--- config.mk ---
export PLATFORM = sky130hd
export DESIGN_NAME = risc_run_ctrl
export DESIGN_NICKNAME = d
export VERILOG_FILES = /design/src/rtl/risc_run_pkg.sv /design/src/rtl/run_halt_det.sv /design/src/rtl/risc_run_ctrl.sv
export SDC_FILE = /design/constraint.sdc
export NUM_CORES = 1
export LEC_CHECK = 0
export ABC_CLOCK_PERIOD_IN_PS = 6300
export CAP_MARGIN = 20
export CORE_UTILIZATION = 60
export DETAILED_ROUTE_END_ITERATION = 10
export DONT_BUFFER_PORTS = 1
export HOLD_SLACK_MARGIN = 0.05
export PLACE_DENSITY = 0.76
export SYNTH_ARGS = -nofsm -noshare
export SYNTH_HDL_FRONTEND = slang
export SYNTH_SLANG_ARGS = --single-unit
--- constraint.sdc ---
create_clock -name clk -period 6.3 [get_ports clk]
set_clock_uncertainty 0.2 [all_clocks]
set_input_delay 0.63 -clock clk [delete_from_list [all_inputs] [get_ports clk]]
set_output_delay 0.63 -clock clk [all_outputs]
set_load 0.01 [all_outputs]
--- src/rtl/risc_run_pkg.sv ---
// risc_run_pkg: state encoding and parameter defaults shared by the run controller files
package risc_run_pkg;
    localparam int PC_W_DEF     = 16;
    localparam int CNT_W_DEF    = 32;
    localparam int RST_HOLD_DEF = 4;
    localparam int HALT_WIN_DEF = 8;
    typedef enum logic [2:0] {
        S_IDLE      = 3'd0,
        S_HOLD      = 3'd1,
        S_RUN       = 3'd2,
        S_STEP_WAIT = 3'd3,
        S_DONE      = 3'd4
    } run_state_e;
endpackage

--- src/rtl/run_halt_det.sv ---
// run_halt_det: flags a halt when HALT_WIN consecutive enabled cycles see the same pc
module run_halt_det
    import risc_run_pkg::*;
#(
    parameter int PC_W     = PC_W_DEF,
    parameter int HALT_WIN = HALT_WIN_DEF
) (
    input  logic            clk,
    input  logic            rst_n,
    input  logic            clr,
    input  logic            en,
    input  logic [PC_W-1:0] pc,
    output logic            halt
);
    logic [PC_W-1:0] pc_q;
    logic            vld_q;
    logic [7:0]      run_q, run_d;
    assign run_d = (vld_q && pc == pc_q) ? run_q + 8'd1 : 8'd1;
    assign halt  = en && run_d == 8'(HALT_WIN);
    // Track the previous enabled-cycle pc and the length of the current equal-pc run
    always_ff @(posedge clk or negedge rst_n) begin
        if (!rst_n) begin
            pc_q  <= '0;
            vld_q <= 1'b0;
            run_q <= '0;
        end else if (clr) begin
            vld_q <= 1'b0;
            run_q <= '0;
        end else if (en) begin
            pc_q  <= pc;
            vld_q <= 1'b1;
            run_q <= run_d;
        end
    end
endmodule

--- src/rtl/risc_run_ctrl.sv ---
// risc_run_ctrl: core reset/enable sequencer with cycle limit and halt detection (single-step with RUN_CTRL_STEP_EN)
module risc_run_ctrl
    import risc_run_pkg::*;
#(
    parameter int PC_W     = PC_W_DEF,
    parameter int CNT_W    = CNT_W_DEF,
    parameter int RST_HOLD = RST_HOLD_DEF,
    parameter int HALT_WIN = HALT_WIN_DEF
) (
    input  logic             clk,
    input  logic             rst_n,
    input  logic             start,
    input  logic             step_mode,
    input  logic             step,
    input  logic [PC_W-1:0]  pc,
    input  logic [CNT_W-1:0] max_cycles,
    output logic             core_rst_n,
    output logic             core_en,
    output logic [2:0]       state,
    output logic [CNT_W-1:0] cycle_cnt,
    output logic             done,
    output logic             timeout,
    output logic             halted
);
    run_state_e       state_q;
    logic [7:0]       hold_q;
    logic [CNT_W-1:0] cnt_q, cnt_d;
    logic             done_q, timeout_q, halted_q;
    logic             en, clr, halt, hit_max, to_wait, resume;
`ifdef RUN_CTRL_STEP_EN
    assign to_wait = step_mode;
    assign resume  = !step_mode || step;
`else
    logic unused_step;
    assign unused_step = step_mode ^ step;
    assign to_wait     = 1'b0;
    assign resume      = 1'b1;
`endif
    assign en      = state_q == S_RUN;
    assign clr     = start && (state_q == S_IDLE || state_q == S_DONE);
    assign cnt_d   = (cnt_q == '1) ? cnt_q : cnt_q + CNT_W'(1);
    assign hit_max = (max_cycles != '0) && (cnt_d == max_cycles);
    run_halt_det #(.PC_W(PC_W), .HALT_WIN(HALT_WIN)) u_halt (
        .clk  (clk),
        .rst_n(rst_n),
        .clr  (clr),
        .en   (en),
        .pc   (pc),
        .halt (halt)
    );
    // Sequence reset hold, run/step and completion, with the cycle counter and status flags
    always_ff @(posedge clk or negedge rst_n) begin
        if (!rst_n) begin
            state_q   <= S_IDLE;
            hold_q    <= '0;
            cnt_q     <= '0;
            done_q    <= 1'b0;
            timeout_q <= 1'b0;
            halted_q  <= 1'b0;
        end else begin
            case (state_q)
                S_IDLE, S_DONE: if (start) begin
                    state_q   <= S_HOLD;
                    hold_q    <= '0;
                    cnt_q     <= '0;
                    done_q    <= 1'b0;
                    timeout_q <= 1'b0;
                    halted_q  <= 1'b0;
                end
                S_HOLD: begin
                    hold_q <= hold_q + 8'd1;
                    if (hold_q == 8'(RST_HOLD - 1)) state_q <= S_RUN;
                end
                S_RUN: begin
                    cnt_q <= cnt_d;
                    if (hit_max || halt) begin
                        state_q   <= S_DONE;
                        done_q    <= 1'b1;
                        timeout_q <= hit_max;
                        halted_q  <= halt;
                    end else if (to_wait) begin
                        state_q <= S_STEP_WAIT;
                    end
                end
                S_STEP_WAIT: if (resume) state_q <= S_RUN;
                default: state_q <= S_IDLE;
            endcase
        end
    end
    assign core_rst_n = !(state_q == S_IDLE || state_q == S_HOLD);
    assign core_en    = en;
    assign state      = state_q;
    assign cycle_cnt  = cnt_q;
    assign done       = done_q;
    assign timeout    = timeout_q;
    assign halted     = halted_q;
endmodule

# --- After elaboration in Yosys (flattened, before gate mapping) ---
# Cells that the tools add are included.
totals:
  reg_bits: 71
  in_bits: 53
  word_cells: 65
  output_inout_bits: 40
op_classes:
  bitwise: 1
  reduce_logical: 19
  n_addsub: 3
  eq_ne: 12
  n_mux: 21
op_table:
  columns: ["operator", "count"]
  rows:
  - ["two-way mux 32 bit", 2]
  - ["one-hot mux 32 bit (2 select lines)", 1]
  - ["adder 32 x 1 -> 32 bit (second input constant)", 1]
  - ["== test 32 bit", 1]
  - ["== test 32 bit (second input constant)", 1]
  - ["two-way mux 8 bit", 4]
  - ["nonzero test 32 bit", 1]
  - ["adder 8 x 1 -> 8 bit (second input constant)", 2]
  - ["== test 16 bit", 1]
  - ["one-hot mux 8 bit (2 select lines)", 1]
  - ["one-hot mux 3 bit (4 select lines)", 1]
  - ["two-way mux 3 bit", 3]
  - ["== test 8 x 2 -> 1 bit (second input constant)", 1]
  - ["== test 8 x 4 -> 1 bit (second input constant)", 1]
  - ["== test 3 x 2 -> 1 bit (second input constant)", 2]
  - ["two-way mux 1 bit", 6]
  - ["inequality test 2 bit (second input constant)", 3]
  - ["one-hot mux 1 bit (2 select lines)", 3]
  - ["AND reduction 2 bit", 3]
  - ["AND reduction 3 bit", 2]
  - ["nonzero test 2 bit", 3]
  - ["logical AND 1 bit", 4]
  - ["== test 3 x 1 -> 1 bit (second input constant)", 1]
  - ["== test 3 bit (second input constant)", 1]
  - ["5 further kinds", 7]

# --- Logic depth before layout (Yosys ltp) ---
logic_depth:
  depth_word: 8
  depth_mapped: 11

# --- By module ---
# From an unflattened synthesis, not the netlist that was laid out.
hier_totals:
  hier_cells: 593
  hier_area_um2: 5061.1
by_module_without_submodules:
  columns: ["mod", "area_each_um2", "cells_per_inst", "instances"]
  rows:
  - ["risc_run_ctrl", 3652.3, 455, 1]
  - ["run_halt_det", 1408.9, 138, 1]

# --- Worst setup path after synthesis ---
# No wires, ideal clock.
synth_timing:
  path_kind: "reg2reg"
  start: "register cnt_q[0], in the netlist cycle_cnt[0]"
  end: "register state_q[2], in the netlist state[2]"
  required_time_ps: 6006
  synth_period_minus_slack_ps: 3215
  t_arrival_ps: 2922
  slack_ps: 3085
  stages_incl_launch_ff: 10
  path_buffers: 0
  cell_sequence: "dfrtp_1 > ha_1 > nand3_1 > or4_4 > a211oi_1 > xnor2_1 > or4b_4 > nor4_4 > nand3_2 > a221oi_2"
synth_via:
  elab_chain_len: 7
  word_cells_on_any_way: 8
synth_lines:
  columns: ["item", "line_no", "text"]
  rows:
  - ["start: declaration", "risc_run_ctrl.sv:27", "logic [CNT_W-1:0] cnt_q, cnt_d;"]
  - ["start signal: assignment", "risc_run_ctrl.sv:75", "cnt_q <= cnt_d;"]
  - ["adder 32 x 1 -> 32 bit / == test 32 bit (equally long branches)", "risc_run_ctrl.sv:41", "assign cnt_d = (cnt_q == '1) ? cnt_q : cnt_q + CNT_W'(1);"]
  - ["two-way mux 32 bit (*)", "risc_run_ctrl.sv:41", null]
  - ["== test 32 bit (*)", "risc_run_ctrl.sv:42", "assign hit_max = (max_cycles != '0) && (cnt_d == max_cycles);"]
  - ["logical AND 1 bit (*)", "risc_run_ctrl.sv:42", null]
  - ["logical OR 1 bit (*)", "risc_run_ctrl.sv:76", "if (hit_max || halt) begin"]
  - ["inequality test 2 bit (no line) (*)", null, null]
  - ["AND reduction 3 bit (no line) (*)", null, null]
  - ["end signal: assignment", "risc_run_ctrl.sv:77", "state_q <= S_DONE;"]
  - ["end signal: assignment", "risc_run_ctrl.sv:82", "state_q <= S_STEP_WAIT;"]
  - ["end signal: assignment", "risc_run_ctrl.sv:85", "S_STEP_WAIT: if (resume) state_q <= S_RUN;"]
  - ["end: declaration", "risc_run_ctrl.sv:25", "run_state_e state_q;"]
# Mark *: on every way between the ends. The rest lies on a longest branch, timed or not.
# A chain may end at the register's enable or synchronous reset.

# --- Worst setup path in the final report ---
layout_timing:
  start: "register cnt_q[1], in the netlist cycle_cnt[1]"
  end: "register state_q[2], in the netlist state[2]"
# The elaborated chain is that of the path after synthesis.

==> out/summary.txt <==
outcome: complete, no violations
sequential-to-total area share from yosys stat: 33.9%
Post-Syn Instances: 647
P_int: 880 uW
cts repair resizes: 0
required time worst endpoint: 6.36 ns
PwrDens: 261 nW/um^2
final worst path period need: 4.12 ns
Bufs and invs on worst path: 0
die area: 9110 um^2
Initial Utilization: 62.8%
critical path launch point type: flip-flop
DRT antenna net count: 0
Seq cells post-synth: 71
largest net degree at the start of global routing: 72
Clk pin slew, worst setup/hold paths: 0.08 ns
most used cell, CP: nand3_1
WL final: 14600 um
worst-path fanout max: 11
Cells after DPL: 718
Synthesis Warnings: 0
Worst EP arrival: 4.18 ns
area leader, netlist: dfrtp_1
delay-heaviest family, CP: simple AND/OR/NAND/NOR gates
setup violators final: 0
Overflow after GRT: 0
Main synth FF type: dfrtp_1
Worst VDD drop: 0.164 mV
gpl congestion: 0.954
commonest non-fill, non-tap cell in the layout: nand2_1
fmax: 0.243 GHz
final cycle utilization of the critical path: 65.4%
Synth area leaders: dfrtp_1 34%, nand2_1 8.4%, o21ai_0 5.6%
CTS tree: yes
slowest stage delay, CP: 0.70 ns
Num CTS Buffers: 9
Skew-Pair Late Insertion Delay: 0.35 ns
FFs w/ async S/R, synth: 100%
DR pass1 iterations: 6
final instance count without filler cells: 736
CP endpoint kind: flip-flop
Leak Pwr: 2.21 nW
I/O Pins: 93
Final Slew Violations: 0
part of the power in registers: 43.3%
antenna fix cells: 0
Hold Fails Final Rpt: 0
deepest clock path buffer count: 2
RSZ-0062 raised after global routing: no
sw frac: 38.6%
Via density: 6.79
H-tree depth: 3
vias in the first global route: 4576
most frequent cells in the layout: 117 x nand2_1, 71 x dfrtp_1, 59 x o21ai_0
syn nets: 703
post-synth design cell area: 5240 um^2
combinational power share: 28.5%
Synth top area share: 33.9%
max-slew headroom at the worst pin: 34.0%
Setup TNS Final: 0 ns
Power Total: 1.43 mW
Core Region: 8340 um^2
EDFF count, synth: 0
hpwl dp: 10400 um
Util after Layout: 65.8%
Die W: 95.5 um
clk root buf: clkbuf_8
DR DRC count: 0
syn avg cell area: 8.10 um^2
power share of the clock group: 28.2%
drt initial violations: 507
area grow syn2layout: 4.80%
antenna violations before repair: 0
Die Height: 95.5 um
Synth cell types: 70
DR WL/cell: 19.8 um
CP max stage cell: nor3_2
Least-Margin Pin Slew: 0.982 ns
I/O Buffers: 0
Setup Fix Bufs, Post-CTS: 0
GR Util All Layers: 33.6%
share of cells above drive strength 1: 6.34%
clock sink count: 71
Min-Delay Path Class: in2reg
max cap viols: 0
nets@finish: 682
vias: 4998
Switch Pwr: 554 uW
Worst Hold Slack: 0.179 ns
first-pass GRT wire length: 23500 um
Worst Path Class, Setup: reg2reg
crit-path cells: ha_1 > nand3_1 > nor3_2 > nand3_1 > mux2_2 > a2111oi_0 > and4_1 > nand3_2 > a221oi_2
num rows: 33
[power by group through the flow]
stage | Sequential (mW) | Clock (mW) | Combinational [mW]
2_1_floorplan | 0.567 | 0 | 0.358
3_3_place_gp | 0.623 | 0 | 0.377
3_5_place_dp | 0.626 | 0 | 0.386
4_1_cts | 0.618 | 0.413 | 0.403
5_1_grt | 0.632 | 0.426 | 0.458
6_report | 0.621 | 0.405 | 0.409
[synthesized netlist by cell type, types with 4 or more instances]
cell and number:
nand2_1 117, dfrtp_1 71, o21ai_0 59, nor2_1 32, xnor2_1 32, clkbuf_1 29
nand3_1 27, xor2_1 25, nand4_1 22, a21oi_1 21, nor4_1 17, o31ai_1 14
and3_1 12, and4_1 12, inv_1 11, or3_1 11, nand2b_1 9, a31oi_1 8
buf_2 7, mux2i_1 6, o211ai_1 6, a22o_1 5, or2_2 5, nand4b_1 4
nor2b_1 4, o22ai_1 4
[worst paths after layout]
kind	from	endpoint	slack, ns	cells past startpoint
setup / recovery	cycle_cnt[1]	state[2]	2.18	9
hold / removal	pc[10]	u_halt.pc_q[10]	0.18	2
setup reg to reg	cycle_cnt[1]	state[2]	2.18	9
hold reg to reg	hold_q[7]	hold_q[7]	0.29	1
max in group asynchronous	rst_n	cycle_cnt[31]	4.98	2
min in group asynchronous	rst_n	cycle_cnt[10]	0.62	2
[metrics by stage]
| step | setup WS, ns | instance area [um^2] |
|---|---|---|
| after floorplan | 3.08 | 5240 |
| after global placement | 2.36 | 5230 |
| after detailed placement | 2.26 | 5240 |
| after CTS | 2.23 | 5490 |
| after global routing | 1.93 | 5490 |
| final | 2.18 | 5490 |
[worst register-to-register path: stages (launching register included)]
cell	delay [ns]
dfrtp_1	0.55
ha_1	0.32
nand3_1	0.27
nor3_2	0.70
nand3_1	0.57
mux2_2	0.44
a2111oi_0	0.34
and4_1	0.32
nand3_2	0.10
a221oi_2	0.24
[cells by family after synthesis]
| family | Yosys count | synth area share (%) |
|---|---|---|
| flip-flops | 71 | 33.9 |
| multiplexers | 7 | 1.36 |
| AO/OA/AOI/OAI | 159 | 20.1 |
| XOR/XNOR | 57 | 9.53 |
| buffers and inverters | 51 | 3.99 |
| adder cells (fa/ha/maj) | 3 | 0.716 |
| AND/OR/NAND/NOR | 299 | 30.4 |
[sequential cells by signal, indices dropped and copies added, names as in the netlist]
name,flops
cycle_cnt,32
done,1
halted,1
hold_q,8
state,3
timeout,1
u_halt.pc_q,16
u_halt.run_q,8
u_halt.vld_q,1
[metal layers]
| metal | vias up | track usage [%] | part of all wire (%) |
|---|---|---|---|
| li1 | 2341 | - | - |
| met1 | 2333 | 46.8 | 43 |
| met2 | 295 | 51.5 | 44 |
| met3 | 29 | 7.81 | 11 |
| met4 | 0 | 10.3 | 1.8 |
| met5 | - | 0 | 0 |
[cell type report]
class | instances | area (um^2)
multi-input cells | 525 | 3250
fillers | 748 | 2850
flip-flops and latches | 71 | 1780
clock buffers | 11 | 131
well taps | 105 | 131
clock inverters | 5 | 81.3
repair buffers | 7 | 71.3
inverters | 12 | 45.0
[timing repair]
item	in CTS	in global routing
setup endpoints to repair	0	0
hold endpoints to repair	71	0
hold buffers	2	0
Note: power is estimated with default switching activity, not from simulation.
